File: config.mk
export PLATFORM = sky130hd
export DESIGN_NAME = multiplier_seq_ctrl
export DESIGN_NICKNAME = d
export VERILOG_FILES = /design/src/rtl/mult_seq_pkg.sv /design/src/rtl/adder_nbit.sv /design/src/rtl/multiplier_seq_ctrl.sv
export SDC_FILE = /design/constraint.sdc
export NUM_CORES = 1
export LEC_CHECK = 0
export BUFFER_PORTS_ARGS = -buffer_cell sky130_fd_sc_hd__buf_4
export CELL_PAD_IN_SITES_DETAIL_PLACEMENT = 1
export CELL_PAD_IN_SITES_GLOBAL_PLACEMENT = 1
export CORE_UTILIZATION = 25
export CTS_CLUSTER_DIAMETER = 40
export CTS_CLUSTER_SIZE = 20
export DETAILED_ROUTE_END_ITERATION = 8
export GPL_ROUTABILITY_DRIVEN = 0
export PLACE_DENSITY_LB_ADDON = 0.1
export REMOVE_ABC_BUFFERS = 1
export SYNTH_ARGS = -nofsm -noshare
export SYNTH_HDL_FRONTEND = slang
export SYNTH_SLANG_ARGS = --single-unit
export TNS_END_PERCENT = 20
File: constraint.sdc
create_clock -name clk -period 4.35 [get_ports clk]
set_input_delay 0.2175 -clock clk [delete_from_list [all_inputs] [get_ports clk]]
set_output_delay 0.2175 -clock clk [all_outputs]
set_load 0.03 [all_outputs]
File: src/rtl/mult_seq_pkg.sv
// Shared types and helpers for the sequential shift-add multiplier.
package mult_seq_pkg;

    typedef enum logic [1:0] {
        IDLE = 2'd0,
        BUSY = 2'd1,
        DONE = 2'd2
    } state_t;

    // Counter must reach WIDTH-1 and leave headroom for the increment.
    function automatic int cnt_w(input int width);
        return $clog2(width) + 1;
    endfunction

endpackage

File: src/rtl/adder_nbit.sv
// Plain WIDTH-bit adder; carry out is discarded, so the sum wraps modulo 2^WIDTH.
module adder_nbit #(
    parameter int WIDTH = 32
) (
    input  logic [WIDTH-1:0] a,
    input  logic [WIDTH-1:0] b,
    output logic [WIDTH-1:0] sum
);

    assign sum = a + b;

endmodule

File: src/rtl/multiplier_seq_ctrl.sv
// Shift-add multiplier producing the low WIDTH bits of a*b, one adder step per clock.
// Define MULT_SEQ_EARLY_TERM_EN to finish as soon as the remaining multiplier bits are zero.
module multiplier_seq_ctrl
    import mult_seq_pkg::*;
#(
    parameter int WIDTH = 32
) (
    input  logic             clk,
    input  logic             rst_n,
    input  logic             in_valid,
    output logic             in_ready,
    input  logic [WIDTH-1:0] in_a,
    input  logic [WIDTH-1:0] in_b,
    output logic             out_valid,
    input  logic             out_ready,
    output logic [WIDTH-1:0] out_p,
    output logic             busy
);

    localparam int CNT_W = cnt_w(WIDTH);

    state_t           state, state_nxt;
    logic [WIDTH-1:0] a_reg, b_reg, acc;
    logic [WIDTH-1:0] addend, sum;
    logic [CNT_W-1:0] cnt;
    logic             last;

    assign addend = b_reg[0] ? a_reg : '0;

    adder_nbit #(.WIDTH(WIDTH)) u_adder (
        .a   (addend),
        .b   (acc),
        .sum (sum)
    );

`ifdef MULT_SEQ_EARLY_TERM_EN
    // No set bits left above bit 0: later steps would only add zero.
    assign last = ((b_reg >> 1) == '0) || (cnt == CNT_W'(WIDTH - 1));
`else
    assign last = (cnt == CNT_W'(WIDTH - 1));
`endif

    always_comb begin
        state_nxt = state;
        in_ready  = 1'b0;
        out_valid = 1'b0;
        busy      = 1'b0;
        unique case (state)
            IDLE: begin
                in_ready = 1'b1;
                if (in_valid) state_nxt = BUSY;
            end
            BUSY: begin
                busy = 1'b1;
                if (last) state_nxt = DONE;
            end
            DONE: begin
                out_valid = 1'b1;
                if (out_ready) state_nxt = IDLE;
            end
            default: state_nxt = IDLE;
        endcase
    end

    always_ff @(posedge clk or negedge rst_n) begin
        if (!rst_n) state <= IDLE;
        else        state <= state_nxt;
    end

    always_ff @(posedge clk or negedge rst_n) begin
        if (!rst_n) begin
            a_reg <= '0;
            b_reg <= '0;
            acc   <= '0;
            cnt   <= '0;
            out_p <= '0;
        end else begin
            case (state)
                IDLE: begin
                    if (in_valid) begin
                        a_reg <= in_a;
                        b_reg <= in_b;
                        acc   <= '0;
                        cnt   <= '0;
                    end
                end
                BUSY: begin
                    acc   <= sum;
                    a_reg <= a_reg << 1;
                    b_reg <= b_reg >> 1;
                    cnt   <= cnt + 1'b1;
                    if (last) out_p <= sum;
                end
                default: ;
            endcase
        end
    end

endmodule

==> flow_results.org, run 1 <==
** Synthesis
- Yosys mapped a number of flops with a built-in enable equal to 0.
- Ranked by total cell area, the synthesized netlist is headed by sky130_fd_sc_hd__dfrtp_1, sky130_fd_sc_hd__o21ai_0, sky130_fd_sc_hd__nand2_1, sky130_fd_sc_hd__a21oi_1, sky130_fd_sc_hd__ha_1.
- Instance count of the mapped netlist :: 872
- For this run, the register share of the synthesized area comes to 43.21%.
- Async set-or-reset flop fraction in the synthesized netlist :: 100.0%
- sky130_fd_sc_hd__dfrtp_1 takes more of the synthesized area than any other cell.
- Flip-flop and latch count after synthesis :: 136
- In this run the cell area of the synthesized design comes to 7876 um^2.
- Top FF cell, synth :: sky130_fd_sc_hd__dfrtp_1
- The netlist uses 59 different library cells.
- Yosys warning count :: 0
- Synthesized area divided by synthesized cell count :: 9.032 um^2
- Of the post-synthesis cell area, the dominant cell type holds 43.21%.

** Place
- Port buffering added 102 buffers.
- The placed instances occupy a cell area of 9024 um^2.
- Detailed placement ended at an HPWL of 16860 um.
- Number of placed instances, taps included :: 1323

** Setup path
- Data required time at the worst endpoint :: 4.65 ns
- The critical path in this run is classified as reg2reg.
- Of all nets on the critical path, the largest fanout is 33.
- Critical-path top delay cell :: sky130_fd_sc_hd__dfrtp_1
- Flop2flop setup slack :: 0.71 ns
- Ordered cell list for the critical path :: and2_1 -> ha_1 -> a21oi_1 -> o21ai_0 -> or3_1 -> o31ai_1 -> o221ai_1 -> xnor2_1 -> o21ai_1
- WP data arrival :: 3.95 ns
- The worst setup path is launched from a register.
- On the worst path, the slowest cell contributes a delay of 0.98 ns.
- Kind of capture point of the worst setup path :: register

** Timing
- Number of hold-slack violations in the final timing report :: 0
- Setup repair after global routing left no endpoint under its margin.
- Headroom to the max-slew limit came out at 25.04%.
- Across the routed clock network, the largest skew measured is 0.01094 ns.
- For this run, the top clock speed supported by timing is 274.6 MHz.
- The number of pins exceeding their max-slew limit in the final report is 0.
- At the pin with the least slew margin, the transition time is 1.121 ns.
- Post-route clock period utilization :: 83.72%
- Final count of negative-setup-slack endpoints :: 0
- After layout, the minimum clock period comes to 3.642 ns.

** Drt
- Number of remaining DRC errors :: 0
- Number of optimization iterations in the first detailed-route pass :: 6
- After detailed routing, the average wire length per cell comes to 18.20 um.
- For this block, the initial DRC count from the detailed router was 292.
- The final route contains 6705 vias.
- WL final :: 24670 um
- Final antenna-violating net count :: 0
- After detailed routing, the number of vias per cell comes to 4.945.

** Worst hold path
- The tightest min-delay check is of the in2reg type.

** Flow run
- Max-cap viol count :: 0

** Clocking
- Longest Clk Path Bufs :: 2
- In this run, post-CTS repair resized a total of 0 instances.
- CTS placed an instance of sky130_fd_sc_hd__clkbuf_16 at the clock tree root.
- For this design, the sink count on the clock tree is 136.
- CTS buffer count :: 17
- Deepest level of the CTS H-tree :: 4
- Worst-skew pair later-pin latency :: 0.43 ns
- Clock-pin slew was measured on the worst setup and hold paths at 0.07 ns.
- TritonCTS built the clock tree.

** Status
- The run finished with clean final reports.

** Cells and area
- Count of non-filler cells in the finished layout :: 1356
- Fraction of final layout cells sized beyond drive strength 1 :: 17.40%
- Number of nets in the layout :: 1048
- Leaving out fill and tap cells, the most frequent cell in the layout is sky130_fd_sc_hd__dfrtp_1.
- Layout fillers :: 3555
- Compared with the post-synthesis result, the final layout area differs by 22.35%.
- Commonest cells after routing, fill and taps aside :: sky130_fd_sc_hd__dfrtp_1, sky130_fd_sc_hd__nand2_1, sky130_fd_sc_hd__buf_4
- Post-layout utilization of the core :: 31.26%
- 0 antenna diodes ended up in the layout.
- The finished cells cover 9637 um^2.

** Floorplanning
- Boundary Pins :: 103
- Horiz. Die Dim :: 179.5 um
- Floorplan die area :: 32220 um^2
- In this run the vertical extent of the chip is 179.5 um.
- Once the floorplan was initialized, standard cells occupied 25.55% of the core.
- The floorplan step defined a core boundary enclosing 30830 um^2.
- Number of standard-cell rows in the floorplan :: 64

** Power and ir drop
- In this run the static leakage power is 4.484 nW.
- Worst IR drop on VDD :: 279.4 uV
- In this run the power density over the cells is 620.5 nW/um^2.

** Global route
- Largest net degree at the start of global routing :: 101
- The initial antenna violation count came to 0.
- Global routing consumed, over all layers together, 15.80% of the routing resources.
- The first global-routing pass estimated 40770 um of wire.
- Summed over all layers, the global routing overflow is 0.
- Number of global-route vias before repair :: 7195
## synthesized netlist by cell type, types with 11 or more instances
| library cell | count |
|---|---|
| sky130_fd_sc_hd__xor2_1 | 13 |
| sky130_fd_sc_hd__and2_1 | 31 |
| sky130_fd_sc_hd__nor2_1 | 15 |
| sky130_fd_sc_hd__o21ai_0 | 104 |
| sky130_fd_sc_hd__a21o_1 | 11 |
| sky130_fd_sc_hd__a22oi_1 | 30 |
| sky130_fd_sc_hd__nor2b_1 | 35 |
| sky130_fd_sc_hd__nand2_1 | 129 |
| sky130_fd_sc_hd__a22o_1 | 22 |
| sky130_fd_sc_hd__xnor2_1 | 16 |
| sky130_fd_sc_hd__and3b_1 | 32 |
| sky130_fd_sc_hd__a21oi_1 | 96 |
| sky130_fd_sc_hd__dfrtp_1 | 136 |
| sky130_fd_sc_hd__ha_1 | 32 |
| sky130_fd_sc_hd__clkbuf_1 | 49 |
## layer usage
metal  vias to the layer above  global-route usage, %  wire [um]  part of all wire (%)
met4                         0                  4.207        282                   1.1
met1                      3297                  21.81      12380                    50
li1                       3287                      -          -                     -
met2                       102                  24.48      10810                    44
met3                        19                  3.910       1208                   4.9
met5                         -                      0          0                     0
## report_power, final
group	switching (mW)	total, mW	internal (mW)
clock	0.616	1.52	0.906
sequential	0.396	2.15	1.76
combinational	1.38	2.30	0.928
## layout make-up
cell class | count | area (um^2) | share of cell area, %
clock buffer | 18 | 429.2 | 4.453
clock inverter | 14 | 173.9 | 1.805
inverter | 6 | 22.52 | 0.2337
multi-input combinational | 671 | 4240 | 44.00
sequential | 136 | 3406 | 35.34
tap | 396 | 495.5 | 5.142
timing repair buffer | 115 | 869.6 | 9.024
## repair_timing
| action | CTS | global route |
|---|---|---|
| hold buffers | 1 | 0 |
| endpoints found under the hold margin | 76 | 0 |
| setup buffers | 0 | 0 |
## stage by stage
stage               worst slack [ns]  total power [mW]  TNS [ns]  hold WS, ns
floorplan                    -0.6386             3.636    -2.371     -0.07809
global placement              0.5476             4.497         0       0.3210
detailed placement            0.5701             4.516         0       0.3123
CTS                           0.5601             6.077         0      0.05005
global route                  0.2915             6.421         0      0.07239
finish                        0.7082             5.979         0      0.06919
## cells by family (layout without fill, tap and decap cells)
kind of cell / count (synthesis) / after routing / synth area share (%)
AOI/OAI and AO/OA: 323 / 323 / 25.16
adders and majority gates: 33 / 33 / 5.338
DFF: 136 / 136 / 43.21
buffers and inverters: 65 / 153 / 3.241
muxes: 8 / 8 / 1.191
xor gates and xnor gates: 29 / 29 / 3.225
and+or+nand+nor: 278 / 278 / 18.63
## worst max-delay path: cells and delay by family, from the launching register on
family | cells | cell delay, ns
flip-flops | 1 | 0.98
XOR/XNOR | 1 | 0.27
AND/OR/NAND/NOR | 2 | 0.67
adder cells (fa/ha/maj) | 1 | 0.30
AO/OA/AOI/OAI | 5 | 1.31
## worst paths after layout
kind	startpoint	to	cells after the start
max	b_reg[0]	out_p[29]	9
min	in_b[15]	b_reg[15]	3
max reg2reg	b_reg[0]	out_p[29]	9
min reg2reg	out_p[8]	out_p[8]	2
max in group asynchronous	rst_n	out_p[15]	3
min in group asynchronous	rst_n	b_reg[31]	2
Power figures use the tool's default switching activity.
==> run 2: changes to the inputs <==
==> constraint.sdc (replaced) <==
create_clock -name clk -period 3.6 [get_ports clk]
set_input_delay 0.18 -clock clk [delete_from_list [all_inputs] [get_ports clk]]
set_output_delay 0.18 -clock clk [all_outputs]
set_load 0.03 [all_outputs]
==> run 2 against run 1 <==
The run now ends with design-rule violations left. Global-route usage grew 0.23 points. Setup slack worse by 0.34 ns. Cell area is 0.87% higher. Utilization up 0.27 points. Total power grew 20%. Register-to-register slack worse by 0.34 ns. Critical path type unchanged. Largest power group unchanged.
==> flow_results.org, run 2 (synthesis results as in run 1) <==
** Status
- Outcome: finished with violations (was finished, final reports clean).
- The checks that failed: design-rule violations.

** Clocking
- The count of clock tree sinks was 136 (unchanged).
- Clock-pin slew reported for the worst setup and hold paths after clock tree synthesis :: 0.07 ns (about the same)
- The setup fix buffers added after clock tree synthesis came to 0 (unchanged).
- TritonCTS clock tree :: built (unchanged)
- CTS buffer count :: 17 (unchanged)
- Deepest level of the CTS H-tree :: 4 (unchanged)
- Cells resized by post-CTS repair :: 0 (unchanged)
- Worst-skew pair later-pin latency :: 0.43 ns (about the same)
- Longest Clk Path Bufs :: 2 (unchanged)
- Number of buffers added to fix hold violations after cts :: 1 (unchanged)
- Clock root buffer :: sky130_fd_sc_hd__clkbuf_16 (unchanged)

** Timing
- Unrepaired setup endpoints after global routing: no (unchanged).
- Final count of negative-setup-slack endpoints :: 0 (unchanged)
- Tightest Pin Transition :: 1.077 ns (was 1.121 ns)
- Tightest slew margin relative to the limit :: 28.02% (was 25.04%)
- The highest clock frequency the design can meet was 309.3 MHz (was 274.6 MHz).
- The worst setup skew after layout was 0.01344 ns (was 0.01094 ns).
- The time the final worst path needs with I/O delays and setup is 3.233 ns (was 3.642 ns).
- The hold violation count in the final report was 0 (unchanged).
- Final number of max-transition violations :: 0 (unchanged)
- The final cycle utilization of the critical path came to 89.80% (was 83.72%).

** Drt
- The overall routed net length was 25040 um (was 24670 um).
- Met3 wire length :: 1154 um (was 1208 um)
- The wire length on met1 came to 12520 um (was 12380 um).
- The violation count after the first detailed-route iteration came to 273 (was 292).
- Number of optimization iterations in the first detailed-route pass :: 8 (was 6)
- The met2 wire length came to 11180 um (was 10810 um).
- Top layer reached by signal wires :: met4 (unchanged)
- The via count of the routed design is 6736 (was 6705).
- DR WL/cell :: 18.31 um (was 18.20 um)
- Vias per cell :: 4.928 (was 4.945)
- The number of nets with antenna violations after detailed routing came to 0 (unchanged).
- The final routed DRC violation total is 8 (was 0).

** Floorplanning
- Number of standard-cell rows in the floorplan :: 64 (unchanged)
- Placeable core region :: 30830 um^2 (unchanged)
- The die area was 32220 um^2 (unchanged).
- The starting density of the core was 25.55% (unchanged).
- Floorplan die height :: 179.5 um (unchanged)
- Boundary Pins :: 103 (unchanged)
- The width of the die is 179.5 um (unchanged).

** Global route
- The aggregate global routing overflow is 0 (unchanged).
- The largest net degree at the start of global routing was 101 (unchanged).
- The total routing usage reported by global routing came to 16.03% (was 15.80%).
- Antenna violations before repair :: 2 (was 0)
- The global-route wire length before repair came to 41300 um (was 40770 um).
- Number of global-route vias before repair :: 7252 (was 7195)

** Cells and area
- Most common cell after layout, fill and taps aside :: sky130_fd_sc_hd__dfrtp_1 (unchanged)
- Final Instance Area :: 9721 um^2 (was 9637 um^2)
- The fraction of layout instances using a drive strength above 1 was 18.16% (was 17.40%).
- Number of nets in the layout :: 1057 (was 1048)
- Commonest cells after routing, fill and taps aside :: sky130_fd_sc_hd__dfrtp_1, sky130_fd_sc_hd__nand2_1, sky130_fd_sc_hd__buf_4 (unchanged)
- The layout-stage area growth over the synthesis result was 23.42% (was 22.35%).
- Count of non-filler cells in the finished layout :: 1367 (was 1356)

** Flow run
- The max-cap check violation count is 0 (unchanged).

** Place
- Detailed placement HPWL :: 17160 um (was 16860 um)
- The number of port buffers came to 102 (unchanged).
- DP Area :: 9129 um^2 (was 9024 um^2)
- The number of placed instances, taps included was 1332 (was 1323).

** Setup path
- The delay of the slowest critical-path stage is 0.55 ns (was 0.98 ns).
- The master of the slowest instance on the critical path is sky130_fd_sc_hd__dfrtp_1 (unchanged).
- The reg-to-reg endpoint is out_p[29] (unchanged).
- Flop2flop setup slack :: 0.37 ns (was 0.71 ns)
- The critical path capture point type was a register (unchanged).
- Startpoint Class :: register (unchanged)
- Ordered cell list for the critical path: buf_12 -> and2_1 -> ha_1 -> a21oi_1 -> o21ai_0 -> or3_1 -> o31ai_1 -> buf_4 -> o221ai_1 -> xnor2_1 -> o21ai_1 (was and2_1 -> ha_1 -> a21oi_1 -> o21ai_0 -> or3_1 -> o31ai_1 -> o221ai_1 -> xnor2_1 -> o21ai_1).
- The data arrival time of the worst path came to 3.54 ns (was 3.95 ns).
- The class of the most critical setup path was reg2reg (unchanged).
- The critical path required time was 3.90 ns (was 4.65 ns).
- Maximum fanout along the worst path :: 19 (was 33)
- The start of the worst register-to-register path was b_reg[0] (unchanged).
- Worst R2R Path Depth :: 11 (was 9)

** Worst hold path
- The source of the worst hold timing path is in_b[13] (was in_b[15]).
- The worst min-delay path class is in2reg (unchanged).
- Endpoint of the worst hold path :: b_reg[13] (was b_reg[15])
- Depth of the worst hold-timing path :: 3 (unchanged)

** Power and ir drop
- The cell leakage power is 4.530 nW (was 4.484 nW).
- The power per cell area is 741.1 nW/um^2 (was 620.5 nW/um^2).
- Worst IR drop on VDD :: 336.0 uV (was 279.4 uV)
- Power, Total :: 7.204 mW (was 5.979 mW)
- The switching share of power is 40.73% (was 39.94%).
- Switching pwr :: 2.934 mW (was 2.388 mW)
- The cell internal power dissipation was 4.270 mW (was 3.591 mW).
- Sequential share of power :: 35.9% (was 36.0%)
- The clock network fraction of design power came to 24.7% (was 25.5%).
- Part of the total power dissipated in combinational logic :: 39.4% (was 38.5%)
==> run 2: cell count changes in the layout (fill, tap and decap cells not counted), sizes merged <==
cell      delta
buf          +9
bufinv       -2
clkbuf       +1
clkinv       -4
clkinvlp     -1
diode        +2
inv          +6
==> run 2: area by class of cell <==
class	instances	area, um^2
Antenna cell	2	5.005
Clock buffer	19	442.9
Clock inverter	13	133.9
Fill cell	3557	21110
Inverter	6	22.52
Multi-Input combinational cell	671	4240
Sequential cell	136	3406
Tap cell	396	495.5
Timing Repair Buffer	124	974.7
==> run 2: metal layers <==
metal  vias to the layer above  GRT usage (%)
li1                       3303              -
met5                         -              0
met2                        93          25.22
met4                         0          3.414
met1                      3327          21.97
met3                        13          4.254
==> run 2: critical path, delay by kind of cell (launching register included) <==
family                   cells  cell delay [ns]
flip-flops                   1             0.55
AND/OR/NAND/NOR              2             0.56
adder cells (fa/ha/maj)      1             0.35
buffers and inverters        2             0.42
AO/OA/AOI/OAI                5             0.98
XOR/XNOR                     1             0.25
==> run 2: power by group through the flow <==
stage,sequential (mW),combinational [mW],clock [mW]
final,2.58,2.84,1.78
after detailed placement,2.62,2.88,0
after global placement,2.63,2.84,0
after global routing,2.69,3.17,1.89
after CTS,2.60,2.88,1.84
after floorplan,2.76,1.63,0
==> run 2: how the worst max path moves through the flow <==
| stage | start | slack, ns | endpoint |
|---|---|---|---|
| 4_1_cts | b_reg[0] | 0.30 | out_p[29] |
| 2_1_floorplan | state[0] | -1.39 | out_p[25] |
| 3_5_place_dp | b_reg[0] | 0.31 | out_p[29] |
| 5_1_grt | b_reg[0] | 0.04 | out_p[29] |
| 3_3_place_gp | b_reg[0] | 0.33 | out_p[29] |
| 6_report | b_reg[0] | 0.37 | out_p[29] |
==> run 2: per-stage QoR <==
step / utilization, % / hold WS [ns] / setup TNS (ns) / worst slack [ns]
floorplan: - / -0.1156 / -54.68 / -1.389
global placement: 29.61 / 0.2943 / 0 / 0.3278
detailed placement: 29.61 / 0.3066 / 0 / 0.3134
CTS: 31.51 / 0.01480 / 0 / 0.3047
global route: 31.51 / 0.02082 / 0 / 0.03542
finish: 31.53 / 0.02658 / 0 / 0.3673
==> run 3: changes to the inputs <==
==> constraint.sdc (replaced) <==
create_clock -name clk -period 3.6 [get_ports clk]
set_input_delay 0.18 -clock clk [delete_from_list [all_inputs] [get_ports clk]]
set_output_delay 0.18 -clock clk [all_outputs]
set_load 0.1 [all_outputs]
==> run 3 against run 2 <==
The flow now finishes without violations. Clock power rose by 2%. Cell area rose by 0.14%. Global-route usage is essentially flat. Sequential cell count is the same. Combinational power increased by 27%. Routed wire length grew 0.30%. Utilization about the same. Critical endpoint unchanged. Largest power group unchanged.
==> flow_results.org, run 3 (synthesis results as in run 1) <==
** Drt
- Top layer reached by signal wires :: met4 (unchanged)
- Number of violations reported at the end of detailed-routing iteration 0 :: 306 (was 273)
- Routed wl met2 :: 11160 um (was 11180 um)
- The overall routed net length is 25110 um (was 25040 um).
- Number of optimization iterations in the first detailed-route pass :: 6 (was 8)
- The final routed DRC violation total was 0 (was 8).
- Post-route met1 wirelength :: 12400 um (was 12520 um)
- The per-cell via count in the routed design is 4.949 (was 4.928).
- DR WL/cell :: 18.37 um (was 18.31 um)
- The via count of the routed design came to 6765 (was 6736).
- Final antenna-violating net count :: 0 (unchanged)
- The sum of met3 wire segment lengths after detailed routing is 1328 um (was 1154 um).

** Setup path
- Worst R2R Path Depth :: 11 (unchanged)
- The critical path capture point type was a register (unchanged).
- The maximum fanout along the worst path came to 19 (unchanged).
- The kind of start point of the critical path is a register (unchanged).
- Data required time at the worst endpoint :: 3.91 ns (was 3.90 ns)
- The data arrival time of the worst path is 3.59 ns (was 3.54 ns).
- The class of the most critical setup path is reg2reg (unchanged).

** Global route
- Global route overflow :: 0 (unchanged)
- The total routing usage reported by global routing came to 16.07% (was 16.03%).
- The largest net degree at the start of global routing came to 82 (was 101).
- The global-route wire length before repair came to 41260 um (was 41300 um).
- Antenna violations before repair :: 1 (was 2)
- The number of global-route vias before repair was 7243 (was 7252).

** Cells and area
- Final Instance Area :: 9734 um^2 (was 9721 um^2)
- The filler-free cell count of the finished design came to 1367 (unchanged).
- Signed area change from the synthesized netlist to the final layout :: 23.59% (was 23.42%)
- Most common cell after layout, fill and taps aside :: sky130_fd_sc_hd__dfrtp_1 (unchanged)
- The total of fill cells in the finished design came to 3535 (was 3557).
- Commonest cells after routing, fill and taps aside: sky130_fd_sc_hd__dfrtp_1, sky130_fd_sc_hd__nand2_1, sky130_fd_sc_hd__buf_4 (unchanged).
- The fraction of layout instances using a drive strength above 1 is 18.14% (was 18.16%).
- The number of nets in the finished design came to 1058 (was 1057).

** Timing
- The highest clock frequency the design can meet came to 304.6 MHz (was 309.3 MHz).
- Tightest Pin Transition :: 1.035 ns (was 1.077 ns)
- The relative slew slack is 30.80% (was 28.02%).
- The hold violation count in the final report was 0 (unchanged).
- The number of setup violations in the final report came to 0 (unchanged).
- Post-route clock period utilization :: 91.19% (was 89.80%)
- The time the final worst path needs with I/O delays and setup came to 3.283 ns (was 3.233 ns).
- Unrepaired setup endpoints after global routing :: no (unchanged)
- The worst setup slack after layout is 0.3172 ns (was 0.3673 ns).
- The worst setup skew after layout is 0.01377 ns (was 0.01344 ns).
- Final number of max-transition violations :: 0 (unchanged)

** Power and ir drop
- The cell leakage power was 4.546 nW (was 4.530 nW).
- The maximum resistive drop on vdd came to 332.0 uV (was 336.0 uV).
- Power, Total :: 8.006 mW (was 7.204 mW)
- The power per cell area came to 822.4 nW/um^2 (was 741.1 nW/um^2).

** Clocking
- The clock-pin slew on the worst setup and hold paths came to 0.07 ns (about the same).
- The master cell of the clock root buffer is sky130_fd_sc_hd__clkbuf_16 (unchanged).
- TritonCTS clock tree :: built (unchanged)
- Total clock sinks :: 136 (unchanged)
- Longest Clk Path Bufs :: 2 (unchanged)
- The clock insertion delay at the later pin of the skew report came to 0.43 ns (about the same).
- The number of buffers added by the clock tree synthesis step is 17 (unchanged).
- The number of levels in the clock H-tree came to 4 (unchanged).

** Worst hold path
- The worst min-delay path class is in2reg (unchanged).
- Depth of the worst hold-timing path :: 3 (unchanged)

** Place
- The cell area reported after detailed placement came to 9136 um^2 (was 9129 um^2).
- The number of placed instances, taps included is 1333 (was 1332).
- The pre-CTS setup slack was 0.2231 ns (was 0.3134 ns).
- The number of port buffers came to 102 (unchanged).
- The post-DP HPWL came to 17290 um (was 17160 um).

** Floorplanning
- The starting density of the core came to 25.55% (unchanged).
- The die span in y is 179.5 um (unchanged).
- The die area is 32220 um^2 (unchanged).
- The number of placement rows came to 64 (unchanged).
- Boundary Pins :: 103 (unchanged)
- Placeable core region :: 30830 um^2 (unchanged)
- Horiz. Die Dim :: 179.5 um (unchanged)

** Status
- Outcome :: finished, final reports clean (was finished with violations)

** Flow run
- Max-cap viol count :: 0 (unchanged)
==> run 3: changes by cell type in the layout (fill, tap and decap cells not counted), sizes merged <==
cell / delta
clkinv: +4
diode: -1
inv: -4
buf: +1
bufinv: +1
clkbuf: +1
clkinvlp: -2
==> run 3: timing repair <==
action | in CTS | in global routing
buffers inserted | 0 | 0
gates resized for setup | 0 | 1
hold buffers | 1 | 0
setup endpoints to repair | 0 | 1
endpoints found under the hold margin | 80 | 0
==> run 3: metal layers <==
layer  vias up  track usage (%)
met4         0            3.966
met1      3347            22.14
met5         -                0
li1       3311                -
met3        15            4.518
met2        92            24.67
==> run 3: final timing paths <==
path                       slack, ns  startpoint        end
min                             0.03   out_ready   state[1]
max in group asynchronous       2.40       rst_n  out_p[27]
max reg2reg                     0.32    b_reg[0]  out_p[29]
max                             0.32    b_reg[0]  out_p[29]
min reg2reg                     0.47    out_p[8]   out_p[8]
min in group asynchronous       0.35       rst_n  b_reg[31]
==> run 3: final cells by class <==
class / count / area, um^2 / area share (%)
sequential: 136 / 3406 / 34.99
tap: 396 / 495.5 / 5.090
clock inverter: 12 / 138.9 / 1.427
multi-input combinational: 671 / 4240 / 43.56
antenna: 1 / 2.502 / 0.02571
inverter: 6 / 22.52 / 0.2314
clock buffer: 20 / 446.7 / 4.589
timing repair buffer: 125 / 982.2 / 10.09
==> run 3: critical path: stages (launching register included) <==
cell,delay [ns]
sky130_fd_sc_hd__dfrtp_1,0.54
sky130_fd_sc_hd__buf_12,0.24
sky130_fd_sc_hd__and2_1,0.14
sky130_fd_sc_hd__ha_1,0.36
sky130_fd_sc_hd__a21oi_1,0.25
sky130_fd_sc_hd__o21ai_0,0.25
sky130_fd_sc_hd__or3_1,0.42
sky130_fd_sc_hd__o31ai_1,0.30
sky130_fd_sc_hd__buf_4,0.19
sky130_fd_sc_hd__o221ai_1,0.12
sky130_fd_sc_hd__xnor2_1,0.26
sky130_fd_sc_hd__o21ai_1,0.10
==> run 3: report_power, final <==
| part | switching [mW] | total [mW] | internal (mW) |
|---|---|---|---|
| sequential | 0.453 | 2.58 | 2.12 |
| clock | 0.768 | 1.82 | 1.05 |
| combinational | 2.45 | 3.61 | 1.16 |
| total | 3.67 | 8.01 | 4.33 |
==> run 3: per-stage QoR <==
stage               utilization, %  TNS (ns)  hold slack (ns)
global placement             29.63         0           0.2923
global route                 31.57         0          0.03028
finish                       31.57         0          0.02833
floorplan                        -    -78.86          -0.1156
CTS                          31.57         0          0.01079
detailed placement           29.63         0           0.2985
